[config.mk]
export PLATFORM = sky130hd
export DESIGN_NAME = loopback_pattern_gen
export DESIGN_NICKNAME = d
export VERILOG_FILES = /design/src/rtl/loopback_pattern_gen.sv
export SDC_FILE = /design/constraint.sdc
export NUM_CORES = 1
export LEC_CHECK = 0
export CORE_UTILIZATION = 49
export CTS_BUF_LIST = sky130_fd_sc_hd__clkbuf_16
export DETAILED_ROUTE_END_ITERATION = 8
export GPL_TIMING_DRIVEN = 0
export HOLD_SLACK_MARGIN = 0.06
export PLACE_DENSITY_LB_ADDON = 0.05
export SETUP_SLACK_MARGIN = 0.05
export SLEW_MARGIN = 20
export SYNTH_ARGS = -nofsm -noshare
export SYNTH_HDL_FRONTEND = slang
export SYNTH_SLANG_ARGS = --single-unit
[constraint.sdc]
create_clock -name clk -period 2 [get_ports clk]
set_input_delay 0.6 -clock clk [delete_from_list [all_inputs] [get_ports clk]]
set_output_delay 0.6 -clock clk [all_outputs]
set_load 0.02 [all_outputs]
[src/rtl/loopback_pattern_gen.sv]
// Initiator side of the delayed-compare loopback check.
// Generates a counter or LFSR word stream onto dut_data/ref_data, then samples
// the comparator's equal result LATENCY cycles after each word and counts
// mismatches. A run ends with a one-cycle done pulse plus pass/err_count.
module loopback_pattern_gen #(
  parameter int unsigned        LENGTH  = 8,
  parameter int unsigned        LATENCY = 3,
  parameter int unsigned        COUNT_W = 16,
  parameter logic [LENGTH-1:0]  SEED    = 8'hA5,
  parameter logic [LENGTH-1:0]  POLY    = 8'hB8
) (
  input  logic               clk,
  input  logic               rst,
  input  logic               start,
  input  logic               mode,
  input  logic [COUNT_W-1:0] num_words,
  input  logic               inject_err,
  input  logic               equal_in,
  output logic [LENGTH-1:0]  dut_data,
  output logic [LENGTH-1:0]  ref_data,
  output logic               data_valid,
  output logic               busy,
  output logic               done,
  output logic               pass,
  output logic [COUNT_W-1:0] err_count
);

  localparam int unsigned        DW       = (LATENCY > 1) ? $clog2(LATENCY) : 1;
  localparam logic [LENGTH-1:0]  ONE_L    = LENGTH'(1);
  localparam logic [COUNT_W-1:0] ONE_C    = COUNT_W'(1);
  localparam logic [LENGTH-1:0]  SEED_EFF = (SEED == '0) ? ONE_L : SEED;
  localparam logic [DW-1:0]      DRAIN_LD = DW'(LATENCY - 1);

  typedef enum logic [1:0] {S_IDLE, S_RUN, S_DRAIN, S_DONE} state_t;

  state_t             state;
  logic               mode_r;
  logic [COUNT_W-1:0] remaining;
  logic [LENGTH-1:0]  pat;
  logic [DW-1:0]      drain_cnt;
  logic [LATENCY-1:0] vshift;

  logic [LENGTH-1:0]  lfsr_nxt;
  logic [LENGTH-1:0]  pat_nxt;
  logic               err_hit;
  logic [COUNT_W-1:0] err_count_nxt;

  // Next pattern word and the error count including this cycle's check.
  always_comb begin
    lfsr_nxt = pat >> 1;
    if (pat[0]) lfsr_nxt = lfsr_nxt ^ POLY;
    pat_nxt = mode_r ? lfsr_nxt : (pat + ONE_L);
    err_hit = vshift[LATENCY-1] & ~equal_in & (err_count != '1);
    err_count_nxt = err_hit ? (err_count + ONE_C) : err_count;
  end

  // Validity pipeline: bit LATENCY-1 marks the cycle a word's compare result arrives.
  always_ff @(posedge clk) begin
    if (rst) begin
      vshift <= '0;
    end else begin
      vshift[0] <= data_valid;
      for (int unsigned i = 1; i < LATENCY; i++) vshift[i] <= vshift[i-1];
    end
  end

  // Control FSM with registered outputs.
  // Outputs are registered, so inject_err sampled on an edge in RUN corrupts
  // the word loaded at that edge (the word driven in the following cycle).
  always_ff @(posedge clk) begin
    if (rst) begin
      state      <= S_IDLE;
      mode_r     <= 1'b0;
      remaining  <= '0;
      pat        <= '0;
      drain_cnt  <= '0;
      dut_data   <= '0;
      ref_data   <= '0;
      data_valid <= 1'b0;
      busy       <= 1'b0;
      done       <= 1'b0;
      pass       <= 1'b0;
      err_count  <= '0;
    end else begin
      err_count <= err_count_nxt;
      done      <= 1'b0;
      unique case (state)
        S_IDLE: begin
          if (start) begin
            mode_r    <= mode;
            remaining <= num_words;
            err_count <= '0;
            pass      <= 1'b0;
            if (num_words == '0) begin
              state <= S_DONE;
              done  <= 1'b1;
              pass  <= 1'b1;
              pat   <= '0;
            end else begin
              state      <= S_RUN;
              busy       <= 1'b1;
              data_valid <= 1'b1;
              pat        <= mode ? SEED_EFF : '0;
              dut_data   <= mode ? SEED_EFF : '0;
              ref_data   <= mode ? SEED_EFF : '0;
            end
          end
        end
        S_RUN: begin
          if (remaining == ONE_C) begin
            state      <= S_DRAIN;
            data_valid <= 1'b0;
            dut_data   <= '0;
            ref_data   <= '0;
            drain_cnt  <= DRAIN_LD;
          end else begin
            remaining <= remaining - ONE_C;
            pat       <= pat_nxt;
            ref_data  <= pat_nxt;
            dut_data  <= pat_nxt ^ (inject_err ? ONE_L : '0);
          end
        end
        S_DRAIN: begin
          if (drain_cnt == '0) begin
            state <= S_DONE;
            busy  <= 1'b0;
            done  <= 1'b1;
            pass  <= (err_count_nxt == '0);
          end else begin
            drain_cnt <= drain_cnt - DW'(1);
          end
        end
        S_DONE: begin
          state <= S_IDLE;
        end
        default: state <= S_IDLE;
      endcase
    end
  end

endmodule

Word-level counts from Yosys, hierarchy flattened

Index checks and enable logic that the tools add are counted.

Mux-type cells: 40
Bitwise operators: 5
Div/mod/pow operators: 0
$lt $le $gt $ge: 0
Eq/ne operators: 11
Shift operators: 0
Reductions and logical operators: 15
Multiply operators: 0
$add $sub $neg: 4

Operators with widths:

| cell                                                 | count |
|---|---|
| two-way mux 16 bit                                   | 5 |
| two-way mux 8 bit                                    | 10 |
| one-hot mux 8 bit (2 select lines)                   | 3 |
| logical NOT 16 bit                                   | 2 |
| one-hot mux 16 bit (2 select lines)                  | 1 |
| adder 16 x 1 -> 16 bit, second input constant        | 1 |
| equality test 16 x 1 -> 1 bit, second input constant | 1 |
| != test 16 bit, second input constant                | 1 |
| subtractor 16 x 1 -> 16 bit, second input constant   | 1 |
| AND reduction 3 bit                                  | 5 |
| != test 2 bit, second input constant                 | 6 |
| two-way mux 1 bit                                    | 10 |
| two-way mux 2 bit                                    | 5 |
| adder 8 x 1 -> 8 bit, second input constant          | 1 |
| one-hot mux 1 bit (2 select lines)                   | 4 |
| one-hot mux 2 bit (4 select lines)                   | 1 |
| AND reduction 4 bit                                  | 2 |
| XOR 8 x 1 -> 8 bit                                   | 1 |
| nonzero test 2 bit                                   | 3 |
| equality test 2 bit, second input constant           | 2 |
| logical NOT 2 bit                                    | 2 |
| inverter 3 -> 4 bit                                  | 1 |
| one-hot mux 2 bit (2 select lines)                   | 1 |
| bitwise AND 1 bit                                    | 2 |
| 4 further kinds                                      | 4 |

Latch bits: 0
Bits in registers: 68
Bits of input ports: 22
Logic and storage cells: 88
ROM bits: 0
Memory bits (writable): 0
Output and inout port bits: 36
Memories: 0

Longest topological paths before layout

Gate-level depths: netlist (run 1).

Depth in word-level cells: 7
Depth in mapped cells: 9

Worst setup path before layout (run 1)

No wires, ideal clock.

Kind: register to register
Start point: register err_count[0]
End point: register pass
Period minus slack after synthesis: 2.308 ns
Cell stages (with the launch flop): 8
Path slack: -0.308 ns
Required time: 1.941 ns
Buffers on the path: 0
Arrival time: 2.249 ns
Setup time: 0.059 ns
Path through: dfxtp_1 -> ha_1 -> nand2_1 -> or4_1 -> xor2_1 -> nand4_1 -> a2111oi_2 -> a31o_1

Cells in the longest elaborated chain, start to end: 6
Elaborated cells on any way between the ends: 7
Those cells by class: add/sub: 1; eq/ne: 1; mux: 3; bitwise: 1; reduce/logical: 1

Ends and longest elaborated chain:

| what                                                           | RTL line | source |
|---|---|---|
| from (decl)                                                    | 25       | `output logic [COUNT_W-1:0] err_count` |
| from (signal assigned)                                         | 85       | `err_count <= err_count_nxt;` |
| branches (longest 2 deep; another with adder 16 x 1 -> 16 bit) | --       |  |
| two-way mux 16 bit (*)                                         | 54       | `err_count_nxt = err_hit ? (err_count + ONE_C) : err_count;` |
| logical NOT 16 bit (*)                                         | 128      | `pass <= (err_count_nxt == '0);` |
| two-way mux 1 bit (*)                                          | 124      | `if (drain_cnt == '0) begin` |
| one-hot mux 1 bit (2 select lines) (*)                         | 87       | `unique case (state)` |
| to (signal assigned)                                           | 128      |  |
| to (decl)                                                      | 24       | `output logic pass,` |

Every way passes the cells marked *. The select of a mux whose other input is x is not followed.
A chain may end at the register's enable or synchronous reset.

Worst setup path after layout (run 1)

Start point: register err_count[8]
End point: register pass

Same word-level chain as after synthesis.

==> reports/metrics.cfg, run 1 <==
[run_status]
outcome=complete, but fails checks
violations=setup timing

[logic_synthesis]
netlist_area_mm2=0.003588
ys_ff_latch=61
ys.warnings.count=0
syn-instance-count=467
synth.area.top_cells=dfxtp_1 34%, nand2_1 5.6%, nor2_1 5.3%
synth_most_common_cell=dfxtp_1
synthFlopType=dfxtp_1
syn_nets=497
synthArstFlopShare_pct=0
netlist.area_leader.share_pct=34.03
syn_avg_cell_area_um2=7.684
seq_area_frac_synth_pct=34.03
ys_types=60
synth_edf_count=0
synth_commonest_cells=61 x dfxtp_1, 54 x nand2_1, 51 x nor2_1
synth_top_area_cell=dfxtp_1

[die]
die-area_mm2=0.007669
die_x_um=87.58
io_pins=58
dieHeight_um=87.58
coreArea_mm2=0.006944
row_count=30
initial_core_util_pct=51.68

[clock_tree]
path_clk_slew_ns=0.06
numCtsBuffers=9
clock_latency_ns=0.33
cts-htree-levels=3
clkSinkCount=61
clock_tree.root_cell=clkbuf_16
ctsHoldBuffers=0
cts.path.max_buffers=2
cts_tree=yes

[timing]
tightest_slew_ns=0.5913
fmax_ghz=0.4589
finClkSkew_ns=0.009026
hold_ws_ns=0.4366
fin_tns_setup_ns=-0.1791
hold_viol_final=0
setup_ws_ns=-0.1791
relSlewSlack_pct=60.58
setup_viol=1
slew_violations=0
finalCritPeriodShare_pct=109.0
rsz0062_at_grt=true
period_needed_ns=2.179

[worst_setup_path]
crit_top_cell=nand4_1
required_ns=2.27
critPathCaptureType=flip-flop
rr_worst_depth=8
ff2ff_setup_slack_ns=-0.18
slowest_delay_ns=0.55
regToRegEndpoint=pass$_SDFFE_PP0P_
crit-reg2reg-launch=err_count[8]$_SDFF_PP0_
cp_max_fo=4
crit_type=flip-flop to flip-flop
crit_path_start_kind=flip-flop
crit_slowest_cell=or4_4
cp_cell_sequence=buf_6 -> nand4_1 -> buf_4 -> or4_4 -> xor2_2 -> nand4_1 -> a2111oi_4 -> a31o_1
worstPathArrival_ns=2.45

[drt]
first_pass_iters=5
vias_per_cell=5.837
drt-initial-drc-count=235
routedWlPerCell_um=16.34
antenna_left=0
route.vias.total=3870
drc=0
totalWireLength_um=10830

[power_and_ir_drop]
power_density_mw_per_mm2=1054
total_power_uw=5586
ir_drop_mv=0.8300
leakage_uw=0.002182

[min_path]
hold_path.startpoint=vshift[1]$_SDFF_PP0_
whs_path_depth=1
holdCritPathClass=flip-flop to flip-flop
hold_end=vshift[2]$_SDFF_PP0_

[finish]
drive_gt1_share_pct=23.46
antenna_cells=0
finalInstanceArea_mm2=0.005301
finalNetCount=592
syn2layout_area_growth_pct=47.73

[placement]
dp_hpwl_um=7206
place_congestion=0.8947
placed_area_mm2=0.004378
portBuffers=57

[global_route]
grt_pass1_wl_um=16960
grt.total_usage_pct=28.68
grt_pass1_vias=3533
grt_max_degree=11
grt_overflow=0
antenna_found_initial=0

[flow_run]
cap_violations=0

[cell type report]
class                   count  area [um^2]
well taps                  96        120.1
flip-flops and latches     61         1259
plain buffers              33        247.7
fillers                   533         1643
multi-input cells         356         2482
clock buffers               9        225.2
clock inverters             7        106.4
repair buffers             85        800.8
inverters                  16        60.06
[report_power, final]
part           internal (uW)  leakage [uW]  switching [uW]
combinational            969       0.00150            1240
clock                   1200      0.000169             564
sequential              1390      0.000508             218
total                   3560       0.00218            2020
[what timing repair did]
action,4_1_cts,5_1_grt
setup endpoints to repair,65,54
pin swaps,15,26
cloned,0,1
gates resized for setup,69,59
setup buffers,19,9
[worst max path at each step]
stage                                        from                        end  slack [ns]
final                     err_count[8]$_SDFF_PP0_          pass$_SDFFE_PP0P_       -0.18
after floorplan           err_count[0]$_SDFF_PP0_          pass$_SDFFE_PP0P_       -0.07
after CTS                 err_count[8]$_SDFF_PP0_          pass$_SDFFE_PP0P_       -0.17
after global placement                      start  remaining[0]$_SDFFE_PP0P_       -0.87
after global routing      err_count[8]$_SDFF_PP0_          pass$_SDFFE_PP0P_       -0.26
after detailed placement                    start  remaining[0]$_SDFFE_PP0P_       -0.86
[critical path, delay by kind of cell, from the launching register on]
kind,cells,cell delay [ns]
xor gates and xnor gates,1,0.14
and+or+nand+nor,3,0.82
AOI/OAI and AO/OA,2,0.54
buffers and inverters,2,0.28
DFF,1,0.35
[layer usage]
metal / vias up / routed length, um / track usage [%]
li1: 1852 / - / -
met5: - / 0 / 0
met4: 0 / 314 / 13.26
met3: 27 / 474 / 3.864
met1: 1839 / 4612 / 34.54
met2: 152 / 5432 / 50.71
[cell usage in the layout, fill, tap and decap left out, types with 7 or more instances in the layout]
cell	netlist	layout
buf_4	7	36
nand2b_1	14	11
dfxtp_1	61	45
xnor2_1	15	15
o21ai_0	18	16
inv_1	16	18
nand3_1	15	13
dfxtp_4	0	7
dlygate4sd2_1	0	15
a21oi_1	34	33
xor2_1	12	11
nand4_1	11	11
nor3_1	16	11
nor2_1	51	51
a31oi_1	7	7
dfxtp_2	0	9
nor2b_1	10	10
buf_6	0	8
clkdlybuf4s50_1	0	31
dlymetal6s2s_1	0	11
clkbuf_16	0	9
nand2_1	54	51
[through the flow]
| step | instances | util (%) | setup slack [ns] |
|---|---|---|---|
| finish | 663 | 76.34 | -0.1791 |
| global route | 663 | 76.34 | -0.2557 |
| CTS | 654 | 72.94 | -0.1666 |
| detailed placement | 620 | 63.04 | -0.8644 |
| global placement | 620 | 63.04 | -0.8680 |
| floorplan | 467 | - | -0.07093 |
[kinds of logic (layout without fill, tap and decap cells)]
family          after synthesis  in the layout  synth area share [%]
compound gates              103            104                 18.31
xor+xnor                     27             27                 6.590
fa+ha+maj                     8              8                 2.790
buf+inv                      51            150                 6.276
flops                        61             61                 34.03
mux                           8              8                 2.266
simple gates                209            209                 29.74
[state kept, by name (all words and copies together) (netlist names)]
| signal | cells |
|---|---|
| data_valid | 1 |
| mode_r | 1 |
| pass | 1 |
| pat | 8 |
| dut_data | 8 |
| done | 1 |
| ref_data | 1 |
| vshift | 3 |
| busy | 1 |
| state | 2 |
| remaining | 16 |
| err_count | 16 |
| drain_cnt | 2 |
(Power assumes the default switching activity.)
==> run 2, diff against run 1 <==
--- a/config.mk
+++ b/config.mk
@@ -8,7 +8,6 @@
 export CORE_UTILIZATION = 49
 export CTS_BUF_LIST = sky130_fd_sc_hd__clkbuf_16
 export DETAILED_ROUTE_END_ITERATION = 8
-export GPL_TIMING_DRIVEN = 0
 export HOLD_SLACK_MARGIN = 0.06
 export PLACE_DENSITY_LB_ADDON = 0.05
 export SETUP_SLACK_MARGIN = 0.05
==> run 2 against run 1 <==
Compared with the run above:
- the flow still finishes with violations (setup timing)
- via count increased by 3.2%
- core utilization increased by 2.9 points
- non-clock buffer count increased by 33
- sequential share of layout area decreased by 1.0 points
- global-route usage decreased by 0.47 points
- combinational power increased by 5%
- setup slack improved by 0.13 ns
- largest power group unchanged
==> reports/metrics.cfg, run 2 (synthesized netlist as in run 1, its figures left out) <==
[timing]
relSlewSlack_pct=70.52  ; +9.9 points
setup_ws_ns=-0.05215  ; +0.1269 ns
finalCritPeriodShare_pct=102.6  ; -6.3 points
hold_viol_final=0  ; unchanged
rsz0062_at_grt=true
finClkSkew_ns=0.01346  ; +0.004437 ns
period_needed_ns=2.052  ; -0.1269 ns
setup_viol=1  ; unchanged
tightest_slew_ns=0.4403  ; -0.1509 ns
slew_violations=0  ; unchanged
fin_tns_setup_ns=-0.05215  ; +0.1269 ns
fmax_ghz=0.4873  ; +6.2%

[worst_setup_path]
crit_type=flip-flop to flip-flop
worstPathArrival_ns=2.33  ; -0.12 ns
critPathCaptureType=flip-flop
rr_worst_depth=7  ; -1
crit-reg2reg-launch=err_count[1]$_SDFF_PP0_
regToRegEndpoint=pass$_SDFFE_PP0P_
crit_path_start_kind=flip-flop
ff2ff_setup_slack_ns=-0.05  ; +0.13 ns
required_ns=2.27  ; about the same
cp_max_fo=5  ; +1

[clock_tree]
clock_tree.root_cell=clkbuf_16
ctsHoldBuffers=0  ; unchanged
cts_tree=yes
numCtsBuffers=9  ; unchanged
clock_latency_ns=0.33  ; about the same
path_clk_slew_ns=0.05  ; about the same
cts-htree-levels=3  ; unchanged
clkSinkCount=61  ; unchanged
cts.path.max_buffers=2  ; unchanged

[global_route]
grt_max_degree=31  ; +20
antenna_found_initial=0  ; unchanged
grt.total_usage_pct=28.21  ; -0.47 points
grt_overflow=0  ; unchanged
grt_pass1_wl_um=16670  ; -1.7%
grt_pass1_vias=3583  ; +1.4%

[placement]
dp_slack_ns=-0.5075  ; +0.3568 ns
dp_hpwl_um=7276  ; +0.98%
portBuffers=57  ; unchanged
place_congestion=0.8991  ; +0.49%

[power_and_ir_drop]
leakage_uw=0.002441  ; +12%
swShare_pct=37.76  ; +1.6 points
ir_drop_mv=0.7917  ; -4.6%
total_power_uw=5480  ; -1.9%
p_int_uw=3411  ; -4.3%
power_switching_uw=2069  ; +2.4%
power_density_mw_per_mm2=996.1  ; -5.5%
clockPowerShare_pct=28.1  ; -3.5 points
pwr-share-comb_pct=42.5  ; +2.9 points
pwr-share-seq_pct=29.4  ; +0.5 points

[drt]
first_pass_iters=5  ; unchanged
routedWlPerCell_um=16.46  ; +0.74%
totalWireLength_um=11440  ; +5.6%
drc=0  ; unchanged
vias_per_cell=5.747  ; -1.5%
drt-initial-drc-count=193  ; -18%
antenna_left=0  ; unchanged
route.vias.total=3994  ; +3.2%

[finish]
finalNetCount=624  ; +5.4%
final_util_pct=79.23  ; +2.9 points
syn2layout_area_growth_pct=53.31
mostFrequentLayoutCells=86 x buf_4, 52 x nand2_1, 50 x nor2_1, 48 x dfxtp_1, 30 x a21oi_1
n_fill_cell=483  ; -9.4%
final_common_cell=buf_4
multi_input_area_mm2=0.002396  ; -3.5%
reg_top3=err_count: 16 flops, remaining: 16 flops
drive_gt1_share_pct=27.71  ; +4.3 points
regArea_mm2=0.001250  ; -0.70%
antenna_cells=0  ; unchanged

[min_path]
whs_path_depth=1  ; unchanged
hold_end=vshift[2]$_SDFF_PP0_
hold_path.startpoint=vshift[1]$_SDFF_PP0_
holdCritPathClass=flip-flop to flip-flop

[run_status]
outcome=complete, but fails checks
violations=setup timing

[flow_run]
cap_violations=0  ; unchanged

[die]
io_pins=58  ; unchanged
coreArea_mm2=0.006944  ; unchanged
row_count=30  ; unchanged
die_x_um=87.58  ; unchanged
initial_core_util_pct=51.68  ; unchanged
die-area_mm2=0.007669  ; unchanged
dieHeight_um=87.58  ; unchanged

[run 2: cell count changes in the layout (fill, tap and decap cells not counted), moves of 3 or more]
cell,before,now
buf_4,36,86
clkdlybuf4s50_1,31,22
dlymetal6s2s_1,11,18
clkbuf_2,6,0
buf_6,8,3
clkbuf_1,5,0
a21oi_1,33,30
buf_12,0,3
clkbuf_8,3,0
dfxtp_1,45,48
[run 2: layout make-up]
type / instances / share of cell area (%)
clock buffers: 9 / 4.094
well taps: 96 / 2.183
clock inverters: 7 / 1.205
flip-flops and latches: 61 / 22.72
inverters: 16 / 1.092
multi-input cells: 355 / 43.55
repair buffers: 151 / 25.15
[run 2: how the worst max path moves through the flow]
stage	startpoint	to	slack, ns	depth (start not counted)
2_1_floorplan	err_count[0]$_SDFF_PP0_	pass$_SDFFE_PP0P_	-0.07	8
3_3_place_gp	equal_in	pass$_SDFFE_PP0P_	-0.49	7
3_5_place_dp	equal_in	pass$_SDFFE_PP0P_	-0.51	7
4_1_cts	err_count[5]$_SDFF_PP0_	pass$_SDFFE_PP0P_	-0.07	7
5_1_grt	remaining[2]$_SDFFE_PP0P_	remaining[15]$_SDFFE_PP0P_	-0.13	7
6_report	err_count[1]$_SDFF_PP0_	pass$_SDFFE_PP0P_	-0.05	7
[run 2: critical path, cell delays in order, from the launching register on]
cell and delay (ns):
dfxtp_4 0.35, ha_4 0.15, nand3_2 0.07, or4_4 0.58, and4_4 0.22, mux2i_1 0.12, a2111oi_2 0.33, a31o_1 0.17
[run 2: power groups by stage]
stage	Clock [uW]	Combinational (uW)	Sequential, uW
5_1_grt	1600	2490	1630
3_5_place_dp	0	1870	1580
2_1_floorplan	0	1160	1610
3_3_place_gp	0	1830	1580
6_report	1540	2330	1610
4_1_cts	1540	2020	1570
[run 2: metal layers]
layer | global-route usage [%] | up-vias | routed length, um
li1 | - | 1913 | -
met2 | 49.43 | 164 | 5848
met4 | 11.18 | 0 | 338
met1 | 34.46 | 1884 | 4724
met5 | 0 | - | 0
met3 | 4.807 | 33 | 529
[run 2: timing repair]
item	4_1_cts	5_1_grt
gates resized for setup	41	44
pin swaps	4	22
cloned	1	1
setup buffers	2	11
setup endpoints to repair	49	34
[run 2: metrics by stage]
step                cell area (um^2)  hold slack [ns]  std cells
floorplan                       3687           0.4138        467
global placement                4798           0.4161        664
detailed placement              4798           0.4348        664
CTS                             5223           0.4405        683
global route                    5502           0.4579        695
finish                          5502           0.4334        695
